==> src/rtl/uart_rx_fifo.sv <==
`default_nettype none
// ============================================================================
// Module   : uart_rx_fifo
// Brief    : UART receive capture FSM feeding a byte FIFO with sticky overflow.
// Revision : 1.0 - initial release
// ============================================================================
module uart_rx_fifo #(
  parameter int DEPTH = 16,
  parameter int AW    = 4
) (
  input  logic          clk,
  input  logic          reset_n,
  input  logic [15:0]   rx_out,
  output logic          rx_clear,
  input  logic          pop,
  input  logic          clr_ovf,
  output logic [15:0]   out,
  output logic [AW:0]   count
);

  localparam logic [AW:0] c_full_cnt = (AW+1)'(DEPTH);
  localparam logic [AW:0] c_one_cnt  = (AW+1)'(1);
  localparam logic [AW-1:0] c_one_ptr = AW'(1);

  typedef enum logic [1:0] {
    ST_ARM    = 2'd0,
    ST_SETTLE = 2'd1,
    ST_WAIT   = 2'd2
  } state_t;

  state_t        r_state;
  state_t        w_state_nxt;
  logic          w_push;

  logic [7:0]    r_mem [DEPTH];
  logic [AW-1:0] r_wr_ptr;
  logic [AW-1:0] r_rd_ptr;
  logic [AW:0]   r_count;
  logic          r_ovf;

  logic          w_empty;
  logic          w_full;
  logic          w_do_pop;
  logic          w_do_push;
  logic          w_ovf_set;
  logic          w_unused_rx;

  assign w_unused_rx = ^rx_out[14:8];

  always_ff @(posedge clk or negedge reset_n) begin
    if (!reset_n) r_state <= ST_ARM;
    else          r_state <= w_state_nxt;
  end

  // SETTLE exists only to skip the receiver's stale status after a clear.
  always_comb begin
    w_state_nxt = r_state;
    w_push      = 1'b0;
    rx_clear    = 1'b0;
    case (r_state)
      ST_ARM: begin
        rx_clear    = 1'b1;
        w_state_nxt = ST_SETTLE;
      end
      ST_SETTLE: w_state_nxt = ST_WAIT;
      ST_WAIT: begin
        if (!rx_out[15]) begin
          w_push      = 1'b1;
          w_state_nxt = ST_ARM;
        end
      end
      default: w_state_nxt = ST_ARM;
    endcase
  end

  assign w_empty   = (r_count == '0);
  assign w_full    = (r_count == c_full_cnt);
  assign w_do_pop  = pop && !w_empty;
  // A pop on a full FIFO frees the slot the coincident push needs.
  assign w_do_push = w_push && (!w_full || w_do_pop);
  assign w_ovf_set = w_push && w_full && !w_do_pop;

  always_ff @(posedge clk) begin
    if (w_do_push) r_mem[r_wr_ptr] <= rx_out[7:0];
  end

  always_ff @(posedge clk or negedge reset_n) begin
    if (!reset_n) begin
      r_wr_ptr <= '0;
      r_rd_ptr <= '0;
      r_count  <= '0;
      r_ovf    <= 1'b0;
    end else begin
      if (w_do_push) r_wr_ptr <= r_wr_ptr + c_one_ptr;
      if (w_do_pop)  r_rd_ptr <= r_rd_ptr + c_one_ptr;
      case ({w_do_push, w_do_pop})
        2'b10:   r_count <= r_count + c_one_cnt;
        2'b01:   r_count <= r_count - c_one_cnt;
        default: r_count <= r_count;
      endcase
      if (w_ovf_set)    r_ovf <= 1'b1;
      else if (clr_ovf) r_ovf <= 1'b0;
    end
  end

  assign count = r_count;
  assign out   = {w_empty, r_ovf, 6'b0, w_empty ? 8'h00 : r_mem[r_rd_ptr]};

endmodule
`default_nettype wire

==> config.mk <==
export PLATFORM = sky130hd
export DESIGN_NAME = uart_rx_fifo
export DESIGN_NICKNAME = d
export VERILOG_FILES = /design/src/rtl/uart_rx_fifo.sv
export SDC_FILE = /design/constraint.sdc
export NUM_CORES = 1
export LEC_CHECK = 0
export BUFFER_PORTS_ARGS = -buffer_cell sky130_fd_sc_hd__clkbuf_2
export CAP_MARGIN = 25
export CORE_ASPECT_RATIO = 0.9
export CORE_UTILIZATION = 55
export DETAILED_ROUTE_END_ITERATION = 6
export PLACE_DENSITY_LB_ADDON = 0.25
export SYNTH_ARGS = -nofsm -noshare
export SYNTH_HDL_FRONTEND = slang
export SYNTH_SLANG_ARGS = --single-unit
==> constraint.sdc <==
create_clock -name clk -period 8.82 [get_ports clk]
set_clock_uncertainty 0.1 [all_clocks]
set_input_delay 0.441 -clock clk [delete_from_list [all_inputs] [get_ports clk]]
set_output_delay 0.441 -clock clk [all_outputs]
set_load 0.02 [all_outputs]
== Word level (Yosys, flattened, before mapping) ==
Memory sizes are Yosys's and may differ from the RTL's.
Cells that the tools add are included.

* Register bits after elaboration: 16
* Bits in latches: 0
* Memory bits (writable): 128
* Bits in read-only memories: 0
* Bits of input ports: 20
* Output and inout bits: 22
* Logic and storage cells: 39
* Memories: 1

* Add/subtract/negate cells: 4
* Multipliers: 0
* Divide/modulo/power cells: 0
* Order comparisons: 0
* Equal/unequal tests: 6
* Shifts and indexed selects: 0
* Muxes and demuxes: 11
* Bitwise operators: 0
* Reduce and logical (&&, ||, !) cells: 12

{| class="wikitable"
|+ Memories
! memory !! words !! width !! read ports !! clocked after Yosys merged registers in !! wr ports !! line !! RTL
|-
| r_mem || 16 || 8 || 1 || 0 || 1 || 35 || <nowiki>logic [7:0] r_mem [DEPTH];</nowiki>
|}

{| class="wikitable"
|+ Operators with widths
! kind !! number
|-
| 5-bit case mux with 2 select lines || 1
|-
| 4-bit by 1-bit adder with 4-bit output, second input constant || 2
|-
| 8-bit 2-to-1 mux || 1
|-
| 1-bit 2-to-1 mux || 7
|-
| 2-bit case mux with 3 select lines || 1
|-
| 5-bit by 1-bit adder with 5-bit output, second input constant || 1
|-
| 5-bit equality test, second input constant || 1
|-
| 5-bit logical NOT || 1
|-
| 5-bit by 1-bit subtractor with 5-bit output, second input constant || 1
|-
| 2-bit by 1-bit equality test with 1-bit output, second input constant || 2
|-
| 2-bit equality test, second input constant || 2
|-
| 1-bit logical AND || 4
|-
| 2-bit nonzero test || 2
|-
| 1-bit logical NOT || 3
|-
| 2-bit logical NOT || 1
|-
| 2-bit 2-to-1 mux || 1
|-
| 2-bit inequality test, second input constant || 1
|-
| 1-bit logical OR || 1
|}

== Logic depth before layout (Yosys ltp) ==
Gate-level depths: netlist of the first run.

* Word-level depth: 7
* Depth in mapped cells: 12
* Depth with buffers taken out: 10

== Worst setup path after synthesis of the first run ==
OpenSTA, ideal clock, no wires.

* Kind: flip-flop to flip-flop
* Start point: register r_count[1], in the netlist count[1]
* End point: register r_count[4], in the netlist count[4]
* Library setup time: 144 ps
* Arrival time: 2604 ps
* Required time: 8576 ps
* Setup slack: 5972 ps
* Cell stages (with the launch flop): 11
* Path buffers: 1
* Clock period less this slack: 2848 ps
* Cells stage by stage: dfrtp_1 nor4_4 a21oi_1 ha_1 buf_2 xor2_1 ha_1 o211ai_1 nor4_1 a2111oi_0 o211ai_1

* Word-level cells in the longest chain between the ends: 7
* Elaborated cells on any way between the ends: 13
* Classes of those cells: 2 x add/sub; 3 x eq/ne; 1 x mux; 7 x reduce/logical

{| class="wikitable"
|+ RTL lines
! element !! line !! RTL
|-
| start: declaration || 38 || <nowiki>logic [AW:0] r_count;</nowiki>
|-
| start signal: assignment || 97 || <nowiki>2'b10: r_count <= r_count + c_one_cnt;</nowiki>
|-
| start signal: assignment || 98 || <nowiki>2'b01: r_count <= r_count - c_one_cnt;</nowiki>
|-
| start signal: assignment || 99 || <nowiki>default: r_count <= r_count;</nowiki>
|-
| 5-bit logical NOT * || 76 || <nowiki>assign w_empty = (r_count == '0);</nowiki>
|-
| 1-bit logical NOT * || 78 || <nowiki>assign w_do_pop = pop && !w_empty;</nowiki>
|-
| 1-bit logical AND * || 78 ||
|-
| via w_do_pop || 43 || <nowiki>logic w_do_pop;</nowiki>
|-
| 1-bit logical OR || 80 || <nowiki>assign w_do_push = w_push && (!w_full || w_do_pop);</nowiki>
|-
| 1-bit logical AND || 80 ||
|-
| 2-bit by 1-bit equality test with 1-bit output or 2-bit equality test (tied branches) || 96 || <nowiki>case ({w_do_push, w_do_pop})</nowiki>
|-
| 5-bit case mux with 2 select lines or 2-bit nonzero test (tied branches) || n/a ||
|}

Mark *: on every way through the listed nets, which the timed path passes. The rest lies on a longest branch.
A chain may end at the register's enable or synchronous reset.

== Final worst setup path of the first run ==
* Start point: register r_count[1], in the netlist count[1]
* End point: register r_count[4], in the netlist count[4]

* Word-level cells in the longest chain between the ends: 7
* Elaborated cells on any way between the ends: 13
* Classes of those cells: 2 x add/sub; 3 x eq/ne; 1 x mux; 7 x reduce/logical

{| class="wikitable"
|+ RTL lines
! element !! line
|-
| 5-bit logical NOT || 76
|-
| 1-bit logical NOT || 78
|-
| 1-bit logical AND || 78
|-
| 1-bit logical OR || 80
|-
| 1-bit logical AND || 80
|-
| 2-bit by 1-bit equality test with 1-bit output or 2-bit equality test (tied branches) || 96
|-
| 5-bit case mux with 2 select lines or 2-bit nonzero test (tied branches) || n/a
|}

Several ways; a longest one is shown, not always the timed one.

==> metrics.md, run 1 <==
| Metric | Value |
|---|---|
| Met2 Use GR | 0.316 |
| NumNets Final | 390 |
| WP buf/inv | 1 |
| Via Count | 2,985 |
| Top FF cell, synth | edfxtp_1 |
| CTS tree | built |
| Final ANT Viol Nets | 0 |
| Residual DRC count | 0 |
| Post-synthesis async set-or-reset flop share | 0.111 |
| HP Start | clr_ovf |
| Post-synth EDFFs | 128 |
| Worst relative slew slack | 0.437 |
| Unrepaired setup endpoints after global routing | no |
| Met3 usage | 0.0629 |
| Seq pwr share | 0.386 |
| Worst Path Required | 8.99 ns |
| Gr usage total | 0.211 |
| CTS Root Buffer Type | clkbuf_16 |
| Synth warn | 0 |
| Final wirelength | 11,400 um |
| GPL Wtd Cong | 0.754 |
| Avg Inst Size Synth | 18.8 um^2 |
| Measured slew at the worst slew-check pin | 0.841 ns |
| Hold Path Class | in -> reg |
| Share of layout cells above drive strength 1 | 0.235 |
| First-pass DRT Iterations | 4 |
| Register bit total from synthesis | 144 |
| Starting Density | 0.569 |
| Synthesized instance count | 329 |
| Vias in the first global route | 2,914 |
| Die width | 114 um |
| Comb power frac | 0.299 |
| Setup crit start kind | flop |
| Worst-Skew Late Latency | 0.41 ns |
| Area leader, netlist | edfxtp_1 |
| Internal power | 0.00153 W |
| Top cells by area, synth | edfxtp_1 62%, mux4_1 6.8%, dfrtp_1 6.5% |
| Clock network fraction of total power | 0.314 |
| Largest family of logic cells by synthesized area | multiplexers |
| Synth top area share | 0.622 |
| Post-Synth Adder-Cell Area | 0.0182 |
| Post-route minimum period | 3.21 ns |
| Total gr overflow | 0 |
| Register area share after synthesis | 0.687 |
| Synth Area in XOR/XNOR | 0.0142 |
| Drt wl/cell | 21.6 um |
| Crit-path leading delay family | compound AO/OA/AOI/OAI gates |
| Placed wire-length estimate | 7020 um |
| GRT busiest layer | met2 |
| Setup crit end kind | flop |
| Register clock-pin slew on the reported worst setup and hold paths | 0.06 ns |
| Cells on worst reg2reg path | 10 |
| Port Buffers | 28 |
| Clk buf depth | 2 |
| Max cap viols | 0 |
| Die Y | 103 um |
| Switching pwr | 0.000713 W |
| CP startpoint | count[1]$_DFFE_PN0P_ |
| CTS H-tree lvls | 4 |
| Worst EP arrival | 3.38 ns |
| Largest net degree at the start of global routing | 36 |
| Hold Path Cell Cnt | 2 |
| Crit path max fanout | 12 |
| Cells after DPL | 493 |
| Yosys cell types | 46 |
| Worst R2R Start | count[1]$_DFFE_PN0P_ |
| CP peak stage delay | 0.48 ns |
| Die Area | 11,700 um^2 |
| Clk sinks | 144 |
| LEAKAGE | 2.36 nW |
| Total core area | 10,900 um^2 |
| Critical-path top delay cell | dfrtp_1 |
| CTS resizes | 0 |
| Final setup fails | 0 |
| Global-route wire length before repair | 16,900 um |
| Synth Cell Area | 6170 um^2 |
| Switching Fraction | 0.318 |
| Pwr dens | 324 nW/um^2 |
| Final Hold Fails | 0 |
| Period utilisation layout | 0.364 |
| GR Util met1 | 0.299 |
| Critical path depth | 10 |
| Setup CP Type | reg -> reg |
| Ports | 42 |
| Slew Limit Fails | 0 |
| Maximum clock frequency | 311 MHz |
| Via density | 5.67 |
| Diodes inserted | 0 |
| Fill cell count | 750 |
| Final Instance Count excl. Fillers | 526 |
| Worst-path cell chain | nor4_4 -> a31oi_4 -> inv_1 -> ha_1 -> xor2_1 -> ha_1 -> o211ai_1 -> nor4b_1 -> a2111oi_0 -> o211ai_1 |
| Status | complete, no violations |
| Post-Synth Simple-Gate Area | 0.0480 |
| Row count | 36 |
| Maximum VDD drop | 204 uV |
| Mux contribution to synthesized area | 0.143 |
| Compound-Gate Fraction of Synth Area | 0.0403 |
| Initial antenna violation count | 0 |
| DRT iter0 DRCs | 252 |
| Setup TNS | 0 ns |
| Number of CTS-inserted buffers | 17 |
| Area grow syn2layout | 12.0% |
-- kinds of logic after synthesis --
kind of cell,after synthesis
AO/OA/AOI/OAI,32
buffers and inverters,36
adder cells (fa/ha/maj),9
AND/OR/NAND/NOR,55
other,1
XOR/XNOR,10
flip-flops,144
multiplexers,42
-- layer usage --
| metal | wire length [um] | vias up |
|---|---|---|
| met5 | 0 | - |
| met4 | 69 | 0 |
| met3 | 727 | 4 |
| met2 | 5420 | 94 |
| met1 | 5170 | 1511 |
| li1 | - | 1376 |
-- layout make-up --
class                      instances  area, um^2  area share
multi-input combinational        154        1650       0.239
clock buffer                      17         425      0.0615
sequential                       144        4240       0.614
inverter                           8        30.0     0.00434
timing repair buffer              36         203      0.0293
clock inverter                    15         170      0.0246
tap                              152         190      0.0275
-- cells in the mapped netlist, types with 2 or more instances --
| cell type | n |
|---|---|
| o21ai_0 | 3 |
| nor2_1 | 16 |
| nand3_1 | 2 |
| nor2b_1 | 9 |
| clkbuf_1 | 2 |
| nor4b_1 | 3 |
| clkbuf_8 | 6 |
| dfrtp_1 | 16 |
| nand4_1 | 3 |
| mux2i_1 | 8 |
| ha_1 | 9 |
| o22ai_1 | 2 |
| nor3_1 | 4 |
| buf_2 | 3 |
| buf_4 | 8 |
| a211oi_1 | 15 |
| mux4_1 | 16 |
| edfxtp_1 | 128 |
| xnor2_1 | 8 |
| xor2_1 | 2 |
| mux2_2 | 2 |
| mux4_2 | 16 |
| nand2_1 | 11 |
| o211ai_1 | 2 |
| nand2b_1 | 2 |
| a21oi_1 | 2 |
| buf_6 | 5 |
| inv_1 | 8 |
-- state kept, by name, summed over array words and instances, names as in the netlist --
name,cells
r_mem,128
r_wr_ptr,4
r_rd_ptr,4
r_ovf,1
count,5
r_state,2
-- timing repair --
| item | 4_1_cts | 5_1_grt |
|---|---|---|
| buffers inserted | 0 | 0 |
| hold endpoints to repair | 16 | 0 |
| hold buffers | 1 | 0 |
-- worst paths after layout --
path	endpoint	slack, ns
worst min-delay path	r_ovf$_DFFE_PN0P_	0.12
worst max-delay path	count[4]$_DFFE_PN0P_	5.61
min in group asynchronous	count[4]$_DFFE_PN0P_	0.40
max in group asynchronous	r_rd_ptr[3]$_DFFE_PN0P_	7.92
worst min register to register	r_state[0]$_DFFE_PN0P_	0.38
worst max register to register	count[4]$_DFFE_PN0P_	5.61
-- power groups by stage --
stage | logic, W | clock network [W] | registers, W
after global routing | 0.000723 | 0.000748 | 0.000876
after CTS | 0.000677 | 0.000716 | 0.000866
after global placement | 0.000660 | 0 | 0.000876
final | 0.000671 | 0.000705 | 0.000866
after floorplan | 0.000576 | 0 | 0.000855
after detailed placement | 0.000675 | 0 | 0.000880
-- cells in the final DEF (no fill, tap or decap), types with 6 or more instances in the layout --
cell	n
a211oi_1	15
buf_4	7
clkbuf_16	17
clkbuf_2	28
clkinvlp_4	6
conb_1	6
dfrtp_1	16
edfxtp_1	128
ha_1	9
inv_1	8
mux2i_1	8
mux4_1	16
mux4_2	16
nand2_1	11
nor2_1	16
nor2b_1	9
xnor2_1	8
-- metrics by stage --
step	setup slack [ns]	util	power [W]	hold slack (ns)	instance area [um^2]
after floorplan	5.97	-	0.00143	0.0454	6190
after CTS	5.57	0.637	0.00226	0.104	6910
after global routing	5.25	0.637	0.00235	0.112	6910
after global placement	5.66	0.581	0.00154	0.287	6310
final	5.61	0.637	0.00224	0.122	6910
after detailed placement	5.56	0.581	0.00155	0.295	6310
(Power assumes the default switching activity.)
==> run 2, diff against run 1 <==
- CORE_UTILIZATION: 55 -> 54
- clock period: 8.82 -> 2.94 ns (I/O delays scaled with it)
==> run 2 against run 1 <==
  * Final cell count rose by 4.6%
  * Global-route usage rose by 0.34 points
  * Sequential share of layout area fell by 1.8 points
  * Die area rose by 1.8%
  * Via count rose by 6.5%
  * Core utilization rose by 1.1 points
  * First-iteration DRC count rose by 3.2%
  * Largest power group unchanged
  * Count of clock-buffer cells in the layout did not move
  * Clock power rose to 3.0 times the previous value
  * Total power rose to 3.0 times the previous value
  * Worst setup slack got worse by 5.4 ns
==> metrics.md, run 2 (synthesized netlist as in run 1, its figures left out) <==
| Metric | Value |
|---|---|
| Switching Fraction | 0.324 |
| Clk buf depth | 2 |
| Seq pwr share | 0.378 |
| Commonest non-fill, non-tap cell in the layout | edfxtp_1 |
| Via Count | 3,179 |
| Die width | 115 um |
| Final setup fails | 0 |
| Area grow syn2layout | 15.3% |
| Residual DRC count | 0 |
| Maximum VDD drop | 618 uV |
| Worst R2R Start | r_state[1]$_DFFE_PN0P_ |
| Crit path max fanout | 7 |
| Vias in the first global route | 3,105 |
| Die Y | 103 um |
| First-pass DRT Iterations | 4 |
| Total gr overflow | 0 |
| LEAKAGE | 2.51 nW |
| Total core area | 11,000 um^2 |
| Port Buffers | 28 |
| Hold Path Class | in -> reg |
| Pwr dens | 961 nW/um^2 |
| Worst-Skew Late Latency | 0.42 ns |
| Worst EP arrival | 2.90 ns |
| Most frequent cells in the layout | 128 x edfxtp_1, 28 x clkbuf_2, 27 x buf_4 |
| Cells on worst reg2reg path | 10 |
| Measured slew at the worst slew-check pin | 0.705 ns |
| Setup TNS | 0 ns |
| Cells after DPL | 514 |
| Worst path most repeated cell | o211ai_1 |
| NumNets Final | 414 |
| CP peak stage delay | 0.55 ns |
| Drt wl/cell | 20.7 um |
| GPL Wtd Cong | 0.743 |
| Setup CP Type | in -> reg |
| Max cap viols | 0 |
| Largest net degree at the start of global routing | 36 |
| Number of CTS-inserted buffers | 17 |
| Share of layout cells above drive strength 1 | 0.279 |
| CTS Root Buffer Type | clkbuf_16 |
| Internal power | 0.00462 W |
| HP Start | rx_out[6] |
| Switching pwr | 0.00221 W |
| Clk sinks | 144 |
| Row count | 36 |
| Reg area | 4240 um^2 |
| Gr usage total | 0.215 |
| Hold Path End | r_mem[10][6]$_DFFE_PP_ |
| Global-route wire length before repair | 17,300 um |
| Unrepaired setup endpoints after global routing | no |
| Worst-path cell chain | dlygate4sd3_1 -> clkbuf_2 -> or3b_1 -> a31oi_4 -> inv_1 -> ha_2 -> xor2_1 -> ha_1 -> o211ai_1 -> nor4_1 -> a2111oi_0 -> o211ai_1 |
| Diodes inserted | 0 |
| WP buf/inv | 3 |
| DRT iter0 DRCs | 260 |
| Post-route minimum period | 2.72 ns |
| CTS H-tree lvls | 4 |
| Clock network fraction of total power | 0.314 |
| Setup crit start kind | input pin |
| Final Hold Fails | 0 |
| Final ANT Viol Nets | 0 |
| Register clock-pin slew on the reported worst setup and hold paths | 0.07 ns |
| Final Instance Count excl. Fillers | 550 |
| Status | complete, no violations |
| Comb power frac | 0.309 |
| Crit-path leading delay family | compound AO/OA/AOI/OAI gates |
| Placed wire-length estimate | 7100 um |
| Initial antenna violation count | 0 |
| Period utilisation layout | 0.926 |
| Reg with most FFs | r_mem |
| Slew Limit Fails | 0 |
| Multi-input gate area | 1650 um^2 |
| Die Area | 11,900 um^2 |
| Worst relative slew slack | 0.530 |
| Critical-path top delay cell | dlygate4sd3_1 |
| Max FFs per register | 128 |
| Worst Path Required | 3.12 ns |
| Starting Density | 0.562 |
| Setup crit end kind | flop |
| Maximum clock frequency | 367 MHz |
| Hold Path Cell Cnt | 1 |
| Reg2reg end | count[4]$_DFFE_PN0P_ |
| CTS tree | built |
| Setup bufs post-CTS | 0 |
| Ports | 42 |
| Setup slack, reg-to-reg | 0.23 ns |
| Final wirelength | 11,400 um |
| Via density | 5.78 |
| Fill cell count | 771 |
==> run 2: cell count changes in the layout (fill, tap and decap cells not counted), sizes merged <==
cell | before | now
buf | 7 | 28
inv | 8 | 15
clkinvlp | 6 | 2
dlygate4sd3 | 1 | 4
clkinv | 6 | 4
bufinv | 3 | 2
==> run 2: stage by stage <==
stage / utilization / setup slack, ns / area (um^2) / hold WS, ns / total power, W
floorplan: - / 0.0920 / 6190 / -0.249 / 0.00429
global placement: 0.589 / 0.212 / 6480 / -0.00265 / 0.00469
detailed placement: 0.589 / 0.147 / 6480 / 0.00195 / 0.00475
CTS: 0.647 / 0.127 / 7120 / 0.0155 / 0.00691
global route: 0.648 / 0.0871 / 7120 / 0.0485 / 0.00717
finish: 0.648 / 0.219 / 7120 / 0.0260 / 0.00684
==> run 2: timing repair <==
| action | 4_1_cts | 5_1_grt |
|---|---|---|
| endpoints found under the setup margin | 0 | 1 |
| hold endpoints to repair | 18 | 0 |
| resized for setup | 0 | 1 |
| hold buffers | 4 | 0 |
==> run 2: metal layers <==
metal  track usage  part of all wire  vias to the layer above
met5             0                 0                        -
met4        0.0849             0.017                        0
met3        0.0717             0.055                       19
met2         0.349              0.50                      102
met1         0.271              0.43                     1639
li1              -                 -                     1419
==> run 2: area by class of cell <==
class | instances | area share
clock buffers | 17 | 0.0598
repair buffers | 60 | 0.0566
clock inverters | 15 | 0.0241
multi-input cells | 154 | 0.232
well taps | 152 | 0.0267
flip-flops and latches | 144 | 0.596
inverters | 8 | 0.00422
==> run 2: power by group through the flow <==
| stage | Combinational, W | Sequential, W | Clock (W) |
|---|---|---|---|
| 4_1_cts | 0.00214 | 0.00258 | 0.00218 |
| 5_1_grt | 0.00230 | 0.00261 | 0.00226 |
| 2_1_floorplan | 0.00173 | 0.00256 | 0 |
| 3_5_place_dp | 0.00212 | 0.00263 | 0 |
| 3_3_place_gp | 0.00208 | 0.00261 | 0 |
| 6_report | 0.00211 | 0.00258 | 0.00214 |
==> run 2: how the worst max path moves through the flow <==
stage	start	endpoint	depth (start not counted)
2_1_floorplan	count[1]$_DFFE_PN0P_	count[4]$_DFFE_PN0P_	10
4_1_cts	count[1]$_DFFE_PN0P_	count[4]$_DFFE_PN0P_	10
6_report	rx_out[15]	count[4]$_DFFE_PN0P_	12
3_3_place_gp	r_state[0]$_DFFE_PN0P_	count[4]$_DFFE_PN0P_	9
5_1_grt	count[1]$_DFFE_PN0P_	count[4]$_DFFE_PN0P_	10
3_5_place_dp	count[1]$_DFFE_PN0P_	count[4]$_DFFE_PN0P_	10
==> run 3, diff against run 2 <==
- ABC_AREA: not set -> 1
==> run 3 against run 2 <==
  * Critical path depth is 2 higher
  * Fmax is 4.8% higher
  * Register-to-register slack better by 0.11 ns
  * Clock power is 5% higher
  * Hold slack improved by 0.061 ns
  * Area after synthesis is 0.41% higher
  * First-iteration DRC count grew 54%
  * Combinational power up 22%
  * Non-clock buffer count down 13
==> metrics.md, run 3 <==
| Metric | Value |
|---|---|
| Via Count | 4,206 |
| Register area share after synthesis | 0.685 |
| Worst Path Required | 3.15 ns |
| Top Metal Used | met4 |
| Setup CP Type | reg -> reg |
| Die Area | 11,900 um^2 |
| Top cells by area, synth | edfxtp_1 62%, nand2_1 12%, nand3_1 8.7% |
| Tot Pwr | 0.00735 W |
| Commonest non-fill, non-tap cell in the layout | nand2_1 |
| Ports | 42 |
| Pwr dens | 1030 nW/um^2 |
| CTS H-tree lvls | 4 |
| Final worst slack | 0.343 ns |
| Crit path max fanout | 10 |
| Setup crit start kind | flop |
| Synth Area in XOR/XNOR | 0.0113 |
| Status | complete, no violations |
| Largest family of logic cells by synthesized area | simple AND/OR/NAND/NOR gates |
| Post-Synth Simple-Gate Area | 0.220 |
| Final Instance Area | 7130 um^2 |
| Final wirelength | 13,600 um |
| Post-synthesis async set-or-reset flop share | 0.111 |
| Slew Limit Fails | 0 |
| Most frequent cells in the layout | 191 x nand2_1, 128 x edfxtp_1, 108 x nand3_1 |
| Final setup fails | 0 |
| Maximum VDD drop | 516 uV |
| Die width | 115 um |
| Placed wire-length estimate | 8230 um |
| Synth top area share | 0.620 |
| CTS tree | built |
| Max FFs per register | 128 |
| Number of CTS-inserted buffers | 17 |
| Hold Path Cell Cnt | 1 |
| Top FF cell, synth | edfxtp_1 |
| Largest net degree at the start of global routing | 67 |
| Metal2 WL | 6360 um |
| Top cells by count, synth | 191 x nand2_1, 128 x edfxtp_1, 108 x nand3_1 |
| Final Hold Fails | 0 |
| Final ANT Viol Nets | 0 |
| Starting Density | 0.564 |
| First-pass DRT Iterations | 5 |
| Unrepaired setup endpoints after global routing | no |
| M1 wire length | 6050 um |
| Port Buffers | 28 |
| Period utilisation layout | 0.883 |
| Placed Area | 6460 um^2 |
| Mux contribution to synthesized area | 0 |
| Synth warn | 0 |
| Diodes inserted | 0 |
| NumNets Final | 627 |
| Total gr overflow | 0 |
| CTS resizes | 0 |
| Synth Cell Area | 6200 um^2 |
| Vias in the first global route | 3,941 |
| Residual DRC count | 0 |
| Measured slew at the worst slew-check pin | 0.708 ns |
| Setup TNS | 0 ns |
| Clk sinks | 144 |
| Die Y | 104 um |
| Gr usage total | 0.248 |
| DRT iter0 DRCs | 400 |
| Met3 routed WL | 1060 um |
| GPL Wtd Cong | 0.830 |
| Via density | 5.51 |
| Worst-Skew Late Latency | 0.42 ns |
| Post-route minimum period | 2.60 ns |
| Area leader, netlist | edfxtp_1 |
| Clk buf depth | 2 |
| Hold Path End | r_mem[14][7]$_DFFE_PP_ |
| Initial antenna violation count | 0 |
| Synthesized instance count | 560 |
| Global-route wire length before repair | 21,400 um |
| Fill cell count | 869 |
| Reg with most FFs | r_mem |
| Most frequent cell after synthesis | nand2_1 |
| Area grow syn2layout | 15.0% |
| Worst R2R Start | count[0]$_DFFE_PN0P_ |
| Avg Inst Size Synth | 11.1 um^2 |
| Post-place setup slack | 0.342 ns |
| CTS Root Buffer Type | clkbuf_16 |
| Compound-Gate Fraction of Synth Area | 0.0184 |
| Setup slack, reg-to-reg | 0.34 ns |
| Register clock-pin slew on the reported worst setup and hold paths | 0.06 ns |
| Register bit total from synthesis | 144 |
| Total core area | 11,000 um^2 |
| Share of layout cells above drive strength 1 | 0.134 |
| Row count | 36 |
| Reg2reg end | count[4]$_DFFE_PN0P_ |
| Hold Path Class | in -> reg |
| Setup crit end kind | flop |
| Max cap viols | 0 |
| Worst EP arrival | 2.81 ns |
| Drt wl/cell | 17.9 um |
| Post-Synth Adder-Cell Area | 0.0182 |
| HP Start | rx_out[7] |
| Cells on worst reg2reg path | 14 |
| Post-synth EDFFs | 128 |
| Maximum clock frequency | 385 MHz |
| LEAKAGE | 2.79 nW |
| Worst relative slew slack | 0.526 |
| Yosys cell types | 26 |
run 3: changes by cell type after synthesis, sizes merged, moves of 8 or more:
cell | previous run | this run
nor2b | 9 | 0
a211oi | 16 | 0
inv | 8 | 19
mux2i | 8 | 0
nand3 | 2 | 109
nand2 | 11 | 192
buf | 19 | 30
mux4 | 32 | 0
run 3: metal layers:
| layer | global-route usage | up-vias |
|---|---|---|
| li1 | - | 1982 |
| met1 | 0.372 | 2044 |
| met2 | 0.355 | 164 |
| met3 | 0.0650 | 16 |
| met4 | 0.0761 | 0 |
| met5 | 0 | - |
run 3: worst max path at each step:
stage | startpoint | cells after the start | slack [ns] | end
global route | count[0]$_DFFE_PN0P_ | 14 | 0.14 | count[4]$_DFFE_PN0P_
finish | count[0]$_DFFE_PN0P_ | 14 | 0.34 | count[4]$_DFFE_PN0P_
CTS | count[0]$_DFFE_PN0P_ | 14 | 0.34 | count[4]$_DFFE_PN0P_
global placement | count[0]$_DFFE_PN0P_ | 14 | 0.43 | count[4]$_DFFE_PN0P_
floorplan | count[0]$_DFFE_PN0P_ | 14 | 0.55 | count[4]$_DFFE_PN0P_
detailed placement | count[0]$_DFFE_PN0P_ | 14 | 0.34 | count[4]$_DFFE_PN0P_
run 3: layout make-up:
cell class	instances	area (um^2)	area share
timing repair buffer	47	308	0.0432
inverter	21	78.8	0.0111
tap	152	190	0.0267
multi-input combinational	367	1690	0.236
clock inverter	14	191	0.0269
clock buffer	18	429	0.0602
sequential	144	4250	0.596
run 3: kinds of logic after synthesis:
family | after synthesis
xor+xnor | 8
compound gates | 21
fa+ha+maj | 9
flops | 144
buf+inv | 54
simple gates | 323
other cells | 1
run 3: per-stage QoR:
stage / utilization / hold slack, ns / cells
after floorplan: - / -0.249 / 565
after global placement: 0.588 / 0.00436 / 726
after detailed placement: 0.588 / 0.0122 / 726
after CTS: 0.649 / 0.0800 / 763
after global routing: 0.649 / 0.105 / 763
final: 0.649 / 0.0867 / 763
run 3: timing repair:
action	CTS	global route
hold endpoints to repair	19	0
buffers inserted	0	0
hold buffers	5	0
run 3: critical path: stages (launching register included):
cell and delay [ns]:
dfrtp_1 0.44, nor2_2 0.15, nand3_2 0.13, nor2_4 0.26, inv_1 0.09, nand2_2 0.08, inv_2 0.08, ha_1 0.30
xor2_1 0.19, ha_1 0.20, a21o_1 0.17, nand3_1 0.11, nand3_1 0.08, nand3_1 0.08, nand2_1 0.05
run 3: report_power, final:
group	total [W]	internal [W]	switching, W
Combinational	0.00258	0.000780	0.00180
Sequential	0.00252	0.00239	0.000135
Clock	0.00225	0.00142	0.000832
